===== src/rtl/fifo_uart_tx_pkg.sv =====
// Shared types and constants for the FIFO-fed UART transmitter.
// Oversampling is fixed at 16 ticks per bit; the frame FSM states are encoded in 2 bits.
package fifo_uart_tx_pkg;

  typedef enum logic [1:0] {
    ST_IDLE  = 2'd0,
    ST_START = 2'd1,
    ST_DATA  = 2'd2,
    ST_STOP  = 2'd3
  } tx_state_e;

  localparam int unsigned OVS      = 16;
  localparam logic [4:0]  OVS_LAST = 5'(OVS - 1);

  // Last tick index of a phase lasting n oversample ticks (n <= 32).
  function automatic logic [4:0] last_tick(input int unsigned n);
    return 5'(n - 1);
  endfunction

endpackage


===== src/rtl/fifo_uart_tx_if.sv =====
// Read-side port group of a first-word-fall-through FIFO.
// master = the consumer issuing pops, slave = the FIFO itself.
interface fifo_uart_tx_if #(
  parameter int DBIT = 8
);
  logic            empty;
  logic [DBIT-1:0] r_data;
  logic            rd;

  modport master (output rd, input empty, input r_data);
  modport slave  (input rd, output empty, output r_data);
endinterface


===== src/rtl/fifo_uart_tx_baud_gen.sv =====
// Mod-M oversample tick generator with a synchronous clear.
// Shared between the UART transmitter and receiver.
module baud_gen #(
  parameter int M = 163,
  parameter int N = 8
) (
  input  logic clk,
  input  logic reset,
  input  logic clr,
  output logic tick
);

  localparam logic [N-1:0] CNT_LAST = N'(M - 1);

  logic [N-1:0] cnt_q, cnt_d;

  always_comb begin
    cnt_d = cnt_q;
    if (clr) begin
      cnt_d = {N{1'b0}};
    end else if (cnt_q == CNT_LAST) begin
      cnt_d = {N{1'b0}};
    end else begin
      cnt_d = cnt_q + N'(1);
    end
  end

  always_ff @(posedge clk or negedge reset) begin
    if (!reset) begin
      cnt_q <= {N{1'b0}};
    end else begin
      cnt_q <= cnt_d;
    end
  end

  assign tick = (cnt_q == CNT_LAST);

endmodule


===== src/rtl/fifo_uart_tx.sv =====
// UART transmitter that drains a FWFT word FIFO: pops in idle, then sends
// start bit, DBIT data bits LSB-first and an SB_TICK-tick stop bit.
module fifo_uart_tx
  import fifo_uart_tx_pkg::*;
#(
  parameter int DBIT    = 8,
  parameter int SB_TICK = 16,
  parameter int DVSR    = 163,
  parameter int DVSR_W  = 8
) (
  input  logic                  clk,
  input  logic                  reset,
  fifo_uart_tx_if.master        fifo,
  output logic                  tx,
  output logic                  tx_busy,
  output logic                  tx_done_tick
);

  localparam int         IDX_W     = (DBIT > 1) ? $clog2(DBIT) : 1;
  localparam logic [IDX_W-1:0] IDX_LAST = IDX_W'(DBIT - 1);
  localparam logic [4:0] STOP_LAST = last_tick(SB_TICK);

  tx_state_e        state_q, state_d;
  logic [4:0]       tick_q, tick_d;
  logic [IDX_W-1:0] idx_q, idx_d;
  logic [DBIT-1:0]  sreg_q, sreg_d;
  logic             tx_q, tx_d;
  logic             s_tick;
  logic             rd_s;

  // Restart the divisor on the pop cycle so the start bit is a full bit long.
  baud_gen #(
    .M (DVSR),
    .N (DVSR_W)
  ) u_baud_gen (
    .clk   (clk),
    .reset (reset),
    .clr   (rd_s),
    .tick  (s_tick)
  );

  always_ff @(posedge clk or negedge reset) begin
    if (!reset) begin
      state_q <= ST_IDLE;
      tick_q  <= 5'd0;
      idx_q   <= {IDX_W{1'b0}};
      sreg_q  <= {DBIT{1'b0}};
      tx_q    <= 1'b1;
    end else begin
      state_q <= state_d;
      tick_q  <= tick_d;
      idx_q   <= idx_d;
      sreg_q  <= sreg_d;
      tx_q    <= tx_d;
    end
  end

  always_comb begin
    state_d = state_q;
    tick_d  = tick_q;
    idx_d   = idx_q;
    sreg_d  = sreg_q;
    case (state_q)
      ST_IDLE: begin
        if (rd_s) begin
          sreg_d  = fifo.r_data;
          tick_d  = 5'd0;
          state_d = ST_START;
        end else begin
          state_d = ST_IDLE;
        end
      end
      ST_START: begin
        if (s_tick) begin
          if (tick_q == OVS_LAST) begin
            tick_d  = 5'd0;
            idx_d   = {IDX_W{1'b0}};
            state_d = ST_DATA;
          end else begin
            tick_d = tick_q + 5'd1;
          end
        end else begin
          tick_d = tick_q;
        end
      end
      ST_DATA: begin
        if (s_tick) begin
          if (tick_q == OVS_LAST) begin
            tick_d = 5'd0;
            sreg_d = sreg_q >> 1;
            if (idx_q == IDX_LAST) begin
              state_d = ST_STOP;
            end else begin
              idx_d = idx_q + IDX_W'(1);
            end
          end else begin
            tick_d = tick_q + 5'd1;
          end
        end else begin
          tick_d = tick_q;
        end
      end
      ST_STOP: begin
        if (s_tick) begin
          if (tick_q == STOP_LAST) begin
            tick_d  = 5'd0;
            state_d = ST_IDLE;
          end else begin
            tick_d = tick_q + 5'd1;
          end
        end else begin
          tick_d = tick_q;
        end
      end
      default: begin
        state_d = ST_IDLE;
      end
    endcase

    // Line level follows the next state so tx changes in step with state_q.
    case (state_d)
      ST_START: tx_d = 1'b0;
      ST_DATA:  tx_d = sreg_d[0];
      default:  tx_d = 1'b1;
    endcase
  end

  always_comb begin
    rd_s         = reset & (state_q == ST_IDLE) & ~fifo.empty;
    tx_busy      = (state_q != ST_IDLE);
    tx_done_tick = (state_q == ST_STOP) & s_tick & (tick_q == STOP_LAST);
  end

  assign fifo.rd = rd_s;
  assign tx      = tx_q;

endmodule

===== src/flat_wrapper.sv =====
// flat-port wrapper written by rule: the top's interface ports become plain ports
module fifo_uart_tx_flat import fifo_uart_tx_pkg::*;
#(
  parameter int DBIT    = 8,
  parameter int SB_TICK = 16,
  parameter int DVSR    = 163,
  parameter int DVSR_W  = 8
)
  (clk, reset, tx, tx_busy, tx_done_tick, fifo_rd, fifo_empty, fifo_r_data);
  fifo_uart_tx_if #(.DBIT(DBIT)) fifo_i ();
  input  logic clk;
  input  logic reset;
  output logic tx;
  output logic tx_busy;
  output logic tx_done_tick;
  output wire logic [$bits(fifo_i.rd)-1:0] fifo_rd;
  input wire logic [$bits(fifo_i.empty)-1:0] fifo_empty;
  input wire logic [$bits(fifo_i.r_data)-1:0] fifo_r_data;
  assign fifo_rd = fifo_i.rd;
  assign fifo_i.empty = fifo_empty;
  assign fifo_i.r_data = fifo_r_data;
  fifo_uart_tx #(.DBIT(DBIT), .SB_TICK(SB_TICK), .DVSR(DVSR), .DVSR_W(DVSR_W)) u_core (.clk(clk), .reset(reset), .fifo(fifo_i), .tx(tx), .tx_busy(tx_busy), .tx_done_tick(tx_done_tick));
endmodule

===== config.mk =====
export PLATFORM = sky130hd
export DESIGN_NAME = fifo_uart_tx_flat
export DESIGN_NICKNAME = d
export VERILOG_FILES = /design/src/rtl/fifo_uart_tx_pkg.sv /design/src/rtl/fifo_uart_tx_if.sv /design/src/rtl/fifo_uart_tx_baud_gen.sv /design/src/rtl/fifo_uart_tx.sv /design/src/flat_wrapper.sv
export SDC_FILE = /design/constraint.sdc
export NUM_CORES = 1
export LEC_CHECK = 0
export CAP_MARGIN = 20
export CORE_MARGIN = 2
export CORE_UTILIZATION = 30
export DETAILED_ROUTE_END_ITERATION = 10
export PLACE_DENSITY_LB_ADDON = 0.25
export SLEW_MARGIN = 5
export SYNTH_ARGS = -nofsm -noshare
export SYNTH_HDL_FRONTEND = slang
export SYNTH_SLANG_ARGS = --single-unit

===== constraint.sdc =====
create_clock -name clk -period 4.1 [get_ports clk]
set_clock_uncertainty 0.2 [all_clocks]
set_input_delay 0.41 -clock clk [delete_from_list [all_inputs] [get_ports clk]]
set_output_delay 0.41 -clock clk [all_outputs]
set_load 0.1 [all_outputs]

==> impl_results.md, run 1 <==
- Cts repair resizes: 0
- Wirelength, routed: 2.715 mm
- Final period util: ~72%
- Hold Vio Cnt, Final: 0
- Crit-path cells: inv_1, ha_1, or3b_4, nor3_2, nand2_1, nor2_1, buf_4
- Sum Neg Setup Slack: 0 ps
- Largest family of logic cells by synthesized area: simple AND/OR/NAND/NOR gates
- CTS sink count: 27
- Int Power: between 400 and 500 uW
- Setup violators final: 0
- Hold Buf Count CTS: 0
- CP peak stage delay: 430 ps
- Worst Setup EP: tx_done_tick
- VDD IR max: between 100 and 150 uV
- Final HPWL DP: between 1.5 and 2 mm
- RR Startpoint: u_core.u_baud_gen.cnt_q[0]$_DFF_PN0_
- Syn-to-layout area delta: 19.79%
- Residual DRC: 0
- Vias in the first global route: a little under 1000
- Tmin final: a little under 3000 ps
- Sw frac: between 20% and 30%
- Fillers: about 430
- Synth area leader: dfrtp_1
- Mux contribution to synthesized area: under 10%
- Complex-gate fraction of the synthesized area: around 14%
- Clock buffer depth: 2
- Critical-path top delay cell: dfrtp_1
- Total die area: ~0.0050 mm2
- Cells after Synth: between 100 and 150
- Port Buffers: 14
- Worst Path Class, Setup: reg -> out
- Post-synthesis adder-cell area fraction: 4.669%
- Synthesized Nets: 149
- Core Region: ~0.0043 mm2
- Antenna Cells: 0
- Most common cell after layout, fill and taps aside: dfrtp_1
- Via count: 1029
- DRT met1 WL: between 1 and 1.5 mm
- Max Clk Rate: about 340 MHz
- Outcome: finished clean
- Type of destination of the critical path: output port
- WL per Instance: 13.44 um
- Net switching power: about 190 uW
- Fin. max-slew vios: 0
- Critical Path Start Type: flip-flop
- Synthesis warning total: 0
- Final cell count without fillers: around 200
- Pin count of the biggest net entering global routing: 30
- Clk pwr share: about a quarter
- Metal3 WL: 115 um
- Die Wd: about 70 um
- Clock Tree Root: clkbuf_8
- Critical path origin: u_core.u_baud_gen.cnt_q[0]$_DFF_PN0_
- Sequential fraction of the synthesis area: about half
- Post-Synth Simple-Gate Area: 22.04%
- Htree depth: 1
- Synth Area in XOR/XNOR: roughly 4.6%
- Grt ovf: 0
- Worst r2r dst: u_core.tx$_DFF_PN1_
- # nets final: 167
- Slew at the pin with the worst max-slew slack: slightly below 1000 ps
- RePlAce Congestion: between 0.7 and 0.8
- FP Rows: 24
- Postcts setup bufs: 0
- Flop pwr share: 57.7%
- Comb pwr share: between 10% and 20%
- Initial DRC Count: between 40 and 50
- Layout cells sized above 1: approximately a tenth
- Chip Height: ~71 um
- CTS Buf Count: 3
- Post-synthesis register bit count: 27
- Placed cells: 198
- Initial Util: 30.99%
- Worst Reg2Reg Path Length in Cells: 7
- CP arrival: about 2400 ps
- CP required: 3490 ps
- Avg Inst Size Synth: slightly above 10 um2
- Total track usage: 11.75%
- Slew headroom: 35.07%
- RSZ-0062 raised after global routing: false
- Max-Cap Viols: 0
- CTS tree: yes
- Worst Hold Class: reg -> reg
- Mapped Area: 0.001340 mm2
- Pre-antenna DRT Iters: 4
- Leak Pwr: between 0.0006 and 0.0007 uW
- Top-area cell type share of the netlist area: between 40% and 50%
- Initial antenna violation count: 0
- Count of different cell masters after synthesis: 35
- Area contributors post-synth: dfrtp_1, nand2_1, ha_1
- Later-pin clock latency in the skew report: 280 ps
- Worst R2R Setup Slack: 1700 ps
- Crit-path max FO: 7
- Top Metal Used: met4
- Vias per cell: between 5 and 6
- Worst-path clk slew: 100 ps
- First-pass GRT wire length: between 4 and 5 mm
- Met2 routed WL: approximately 1.2 mm
- Post-route ant nets: 0
- Most frequent cells in the layout: dfrtp_1, nand2_1, nor2_1, clkdlybuf4s50_1, a22oi_1
- P per Cell Area: between 400 and 500 mW/mm2
- Top Ports: 15
## worst max-delay path: cells and delay by family (launching register included)
kind          cells  cell delay [ps]
flops             1              430
fa+ha+maj         1              130
simple gates      4             1110
buf+inv           2              380
## worst min path at each step
| stage | end | cells after the start | slack, ps | startpoint |
|---|---|---|---|---|
| floorplan | u_core.idx_q[0]$_DFFE_PN0P_ | 0 | -90 | reset |
| global placement | u_core.sreg_q[2]$_DFFE_PN0P_ | 2 | 260 | u_core.sreg_q[2]$_DFFE_PN0P_ |
| detailed placement | u_core.sreg_q[3]$_DFFE_PN0P_ | 2 | 270 | u_core.sreg_q[3]$_DFFE_PN0P_ |
| CTS | u_core.sreg_q[3]$_DFFE_PN0P_ | 2 | 290 | u_core.sreg_q[3]$_DFFE_PN0P_ |
| global route | u_core.sreg_q[2]$_DFFE_PN0P_ | 2 | 310 | u_core.sreg_q[2]$_DFFE_PN0P_ |
| finish | u_core.sreg_q[3]$_DFFE_PN0P_ | 2 | 290 | u_core.sreg_q[3]$_DFFE_PN0P_ |
## layer usage
layer / up-vias / track usage [%]
met5: - / 0
met4: 0 / 5.031
met3: 2 / 2.564
met2: 18 / 17.45
met1: 506 / 16.56
li1: 503 / -
## kinds of logic after synthesis
logic type,Yosys count
adders and majority gates,5
buffers and inverters,7
and+or+nand+nor,55
muxes,3
xor gates and xnor gates,7
AOI/OAI and AO/OA,29
DFF,27
## cell type report
class	instances	area, um2	area share [%]
repair buffers	16	162.7	10.13
clock inverters	1	7.507	0.4677
well taps	52	65.06	4.053
clock buffers	3	41.29	2.572
multi-input cells	99	636.9	39.67
flip-flops and latches	27	676.9	42.17
inverters	4	15.01	0.9353
## state kept, by name, summed over array words and instances, names as in the netlist
register,flops
u_core.tick_q,5
u_core.tx,1
u_core.sreg_q,8
u_core.state_q,2
u_core.u_baud_gen.cnt_q,8
u_core.idx_q,3
## power by group through the flow
stage	Clock, uW	Combinational [uW]	Sequential [uW]
after floorplan	0	90.2	363
after global routing	170	136	381
after global placement	0	115	373
after CTS	161	121	373
final	156	118	374
after detailed placement	0	121	378
## cells in the mapped netlist
master,instances
a21o_1,1
nor3_1,2
o21a_1,1
nor2b_1,1
nor3_2,1
nand4bb_1,1
nor2_1,13
o21bai_1,1
a21oi_1,3
or3b_4,1
dfrtp_1,26
o21ai_1,3
xor2_1,4
ha_1,5
inv_1,4
a31oi_1,2
nand3_1,4
clkbuf_1,3
a22o_1,1
and3_1,4
o31ai_1,1
nand2b_1,1
nand2_1,22
dfstp_2,1
nand4b_1,1
o21ai_0,6
or2_2,1
a211oi_1,1
nor4_4,1
nor4b_2,1
o41ai_1,1
a22oi_1,8
xnor2_1,3
nor3b_2,1
mux2i_1,3
## per-stage QoR
step	util, %	total power, uW	instance area [um2]	hold WS [ps]	worst slack, ps
floorplan	-	453.5	1340	-85.59	822.1
global placement	36.00	488.0	1556	259.9	1472
detailed placement	36.00	498.7	1556	267.1	1431
CTS	37.12	654.6	1605	292.9	1113
global route	37.12	687.2	1605	307.5	992.2
finish	37.12	648.2	1605	289.3	1139
No activity file was read; power rests on OpenSTA's default activity.
==> run 2: changes to the inputs <==
==> constraint.sdc (replaced) <==
create_clock -name clk -period 2.71 [get_ports clk]
set_clock_uncertainty 0.2 [all_clocks]
set_input_delay 0.271 -clock clk [delete_from_list [all_inputs] [get_ports clk]]
set_output_delay 0.271 -clock clk [all_outputs]
set_load 0.1 [all_outputs]
==> impl_results.md, run 2 (same netlist as run 1, synthesis figures left out) <==
- Outcome: finished clean
- Clock Tree Root: clkbuf_8
- Clock buffer depth: 2
- Pre-CTS setup slack: 512.1 ps
- Worst Hold Class: in -> async
- WL per Instance: 12.23 um
- Worst Slack Setup Final: roughly 280 ps
- Chip Height: between 70 and 80 um
- Slew at the pin with the worst max-slew slack: between 500 and 600 ps
- Type of destination of the critical path: output port
- Crit-path max FO: 5
- Most common cell after layout, fill and taps aside: dfrtp_1
- Worst Path Class, Setup: reg -> out
- Post-route ant nets: 0
- Leak Pwr: about 0.00071 uW
- Regs by FF count: u_core.sreg_q (8), u_core.u_baud_gen.cnt_q (8), u_core.tick_q (5)
- Fillers: 450
- CTS Buf Count: 3
- Multi-input gate area: roughly 640 um2
- Pin count of the biggest net entering global routing: 29
- Setup violators final: 0
- Fin. max-slew vios: 0
- Layout cells sized above 1: about an eighth
- Antenna Cells: 0
- P per Cell Area: ~590 mW/mm2
- Reg area: between 600 and 700 um2
- Sum Neg Setup Slack: 0 ps
- Initial antenna violation count: 0
- Syn-to-layout area delta: 21.48%
- RR Startpoint: u_core.u_baud_gen.cnt_q[0]$_DFF_PN0_
- Critical-path top delay cell: dfrtp_1
- Cts repair resizes: 0
- RePlAce Congestion: about 0.75
- Wirelength, routed: around 2.5 mm
- Residual DRC: 0
- Total track usage: 11.02%
- RSZ-0062 raised after global routing: false
- Max Clk Rate: approximately 400 MHz
- # nets final: around 170
- CTS tree: yes
- Initial Util: 30.99%
- Slew headroom: roughly 64%
- Via count: 1007
- Hold WS: between 200 and 250 ps
- Critical Path Start Type: flip-flop
- Tmin final: around 2400 ps
- Hold Vio Cnt, Final: 0
- Max-Cap Viols: 0
- Port Buffers: 14
- Vias in the first global route: 1021
- Htree depth: 1
- CP required: ~2200 ps
- Worst-path clk slew: 90 ps
- Total die area: about 0.005 mm2
- Hold Buf Count CTS: 0
- Critical path origin: u_core.u_baud_gen.cnt_q[0]$_DFF_PN0_
- Final HPWL DP: between 1.5 and 2 mm
- Grt ovf: 0
- Later-pin clock latency in the skew report: 260 ps
- Most frequent cells in the layout: dfrtp_1, nand2_1, nor2_1, clkdlybuf4s50_1, a22oi_1
- Pre-antenna DRT Iters: 2
- Design Power: between 900 and 1000 uW
- First-pass GRT wire length: about 4.5 mm
- Crit-path cells: inv_1, ha_1, or3b_4, nor3_2, nand2_1, nor2_2, buf_12
- CP peak stage delay: between 400 and 500 ps
- Die Wd: ~71 um
- Initial DRC Count: 46
- VDD IR max: 392.9 uV
- Post-layout util: roughly 38%
- Top Ports: 15
- Core Region: 0.004324 mm2
- Postcts setup bufs: 0
- CP arrival: roughly 2000 ps
- Final period util: between 80 and 90%
- CTS sink count: 27
- Vias per cell: 4.936
- FP Rows: 24
-- run 2: cell types whose count changed in the layout (fill, tap and decap cells not counted) --
| cell | before | now |
|---|---|---|
| nor2_1 | 13 | 12 |
| buf_12 | 1 | 2 |
| clkinvlp_4 | 1 | 0 |
| buf_4 | 3 | 6 |
| clkinv_2 | 0 | 1 |
| clkdlybuf4s50_1 | 12 | 10 |
| nor2_2 | 0 | 1 |
-- run 2: final timing paths --
path	cells after the start	slack [ps]	to
worst max-delay path	7	280	tx_done_tick
worst min-delay path	2	230	u_core.tick_q[0]$_DFFE_PN0P_
worst max register to register	8	530	u_core.idx_q[0]$_DFFE_PN0P_
worst min register to register	2	290	u_core.sreg_q[1]$_DFFE_PN0P_
max in group asynchronous	2	1770	u_core.tx$_DFF_PN1_
min in group clk	2	290	u_core.sreg_q[1]$_DFFE_PN0P_
-- run 2: power breakdown --
part / internal (uW) / total, uW / switching [uW] / leakage (uW)
sequential: 485 / 558 / 72.7 / 0.000338
clock: 103 / 222 / 120 / 0.0000255
combinational: 96.8 / 176 / 78.8 / 0.000347
-- run 2: critical path: cells and delay by family (launching register included) --
family                   cells  cell delay [ps]
flip-flops                   1              420
adder cells (fa/ha/maj)      1              130
AND/OR/NAND/NOR              4              880
buffers and inverters        2              260
-- run 2: through the flow --
| step | std cells | cell area (um2) |
|---|---|---|
| global route | 204 | 1628 |
| floorplan | 133 | 1343 |
| global placement | 200 | 1582 |
| CTS | 204 | 1628 |
| finish | 204 | 1628 |
| detailed placement | 200 | 1582 |
-- run 2: metal layers --
metal | wire length (um) | track usage, % | vias to the layer above
met1 | 1199 | 15.16 | 487
met2 | 1193 | 17.96 | 15
met4 | 17 | 1.887 | 0
met5 | 0 | 0 | -
met3 | 84 | 2.707 | 2
li1 | - | - | 503
-- run 2: area by class of cell --
cell class | instances | share of cell area, %
Clock buffer | 3 | 2.537
Inverter | 4 | 0.9224
Tap cell | 52 | 3.997
Clock inverter | 1 | 0.3075
Timing Repair Buffer | 18 | 11.38
Sequential cell | 27 | 41.58
Multi-Input combinational cell | 99 | 39.28
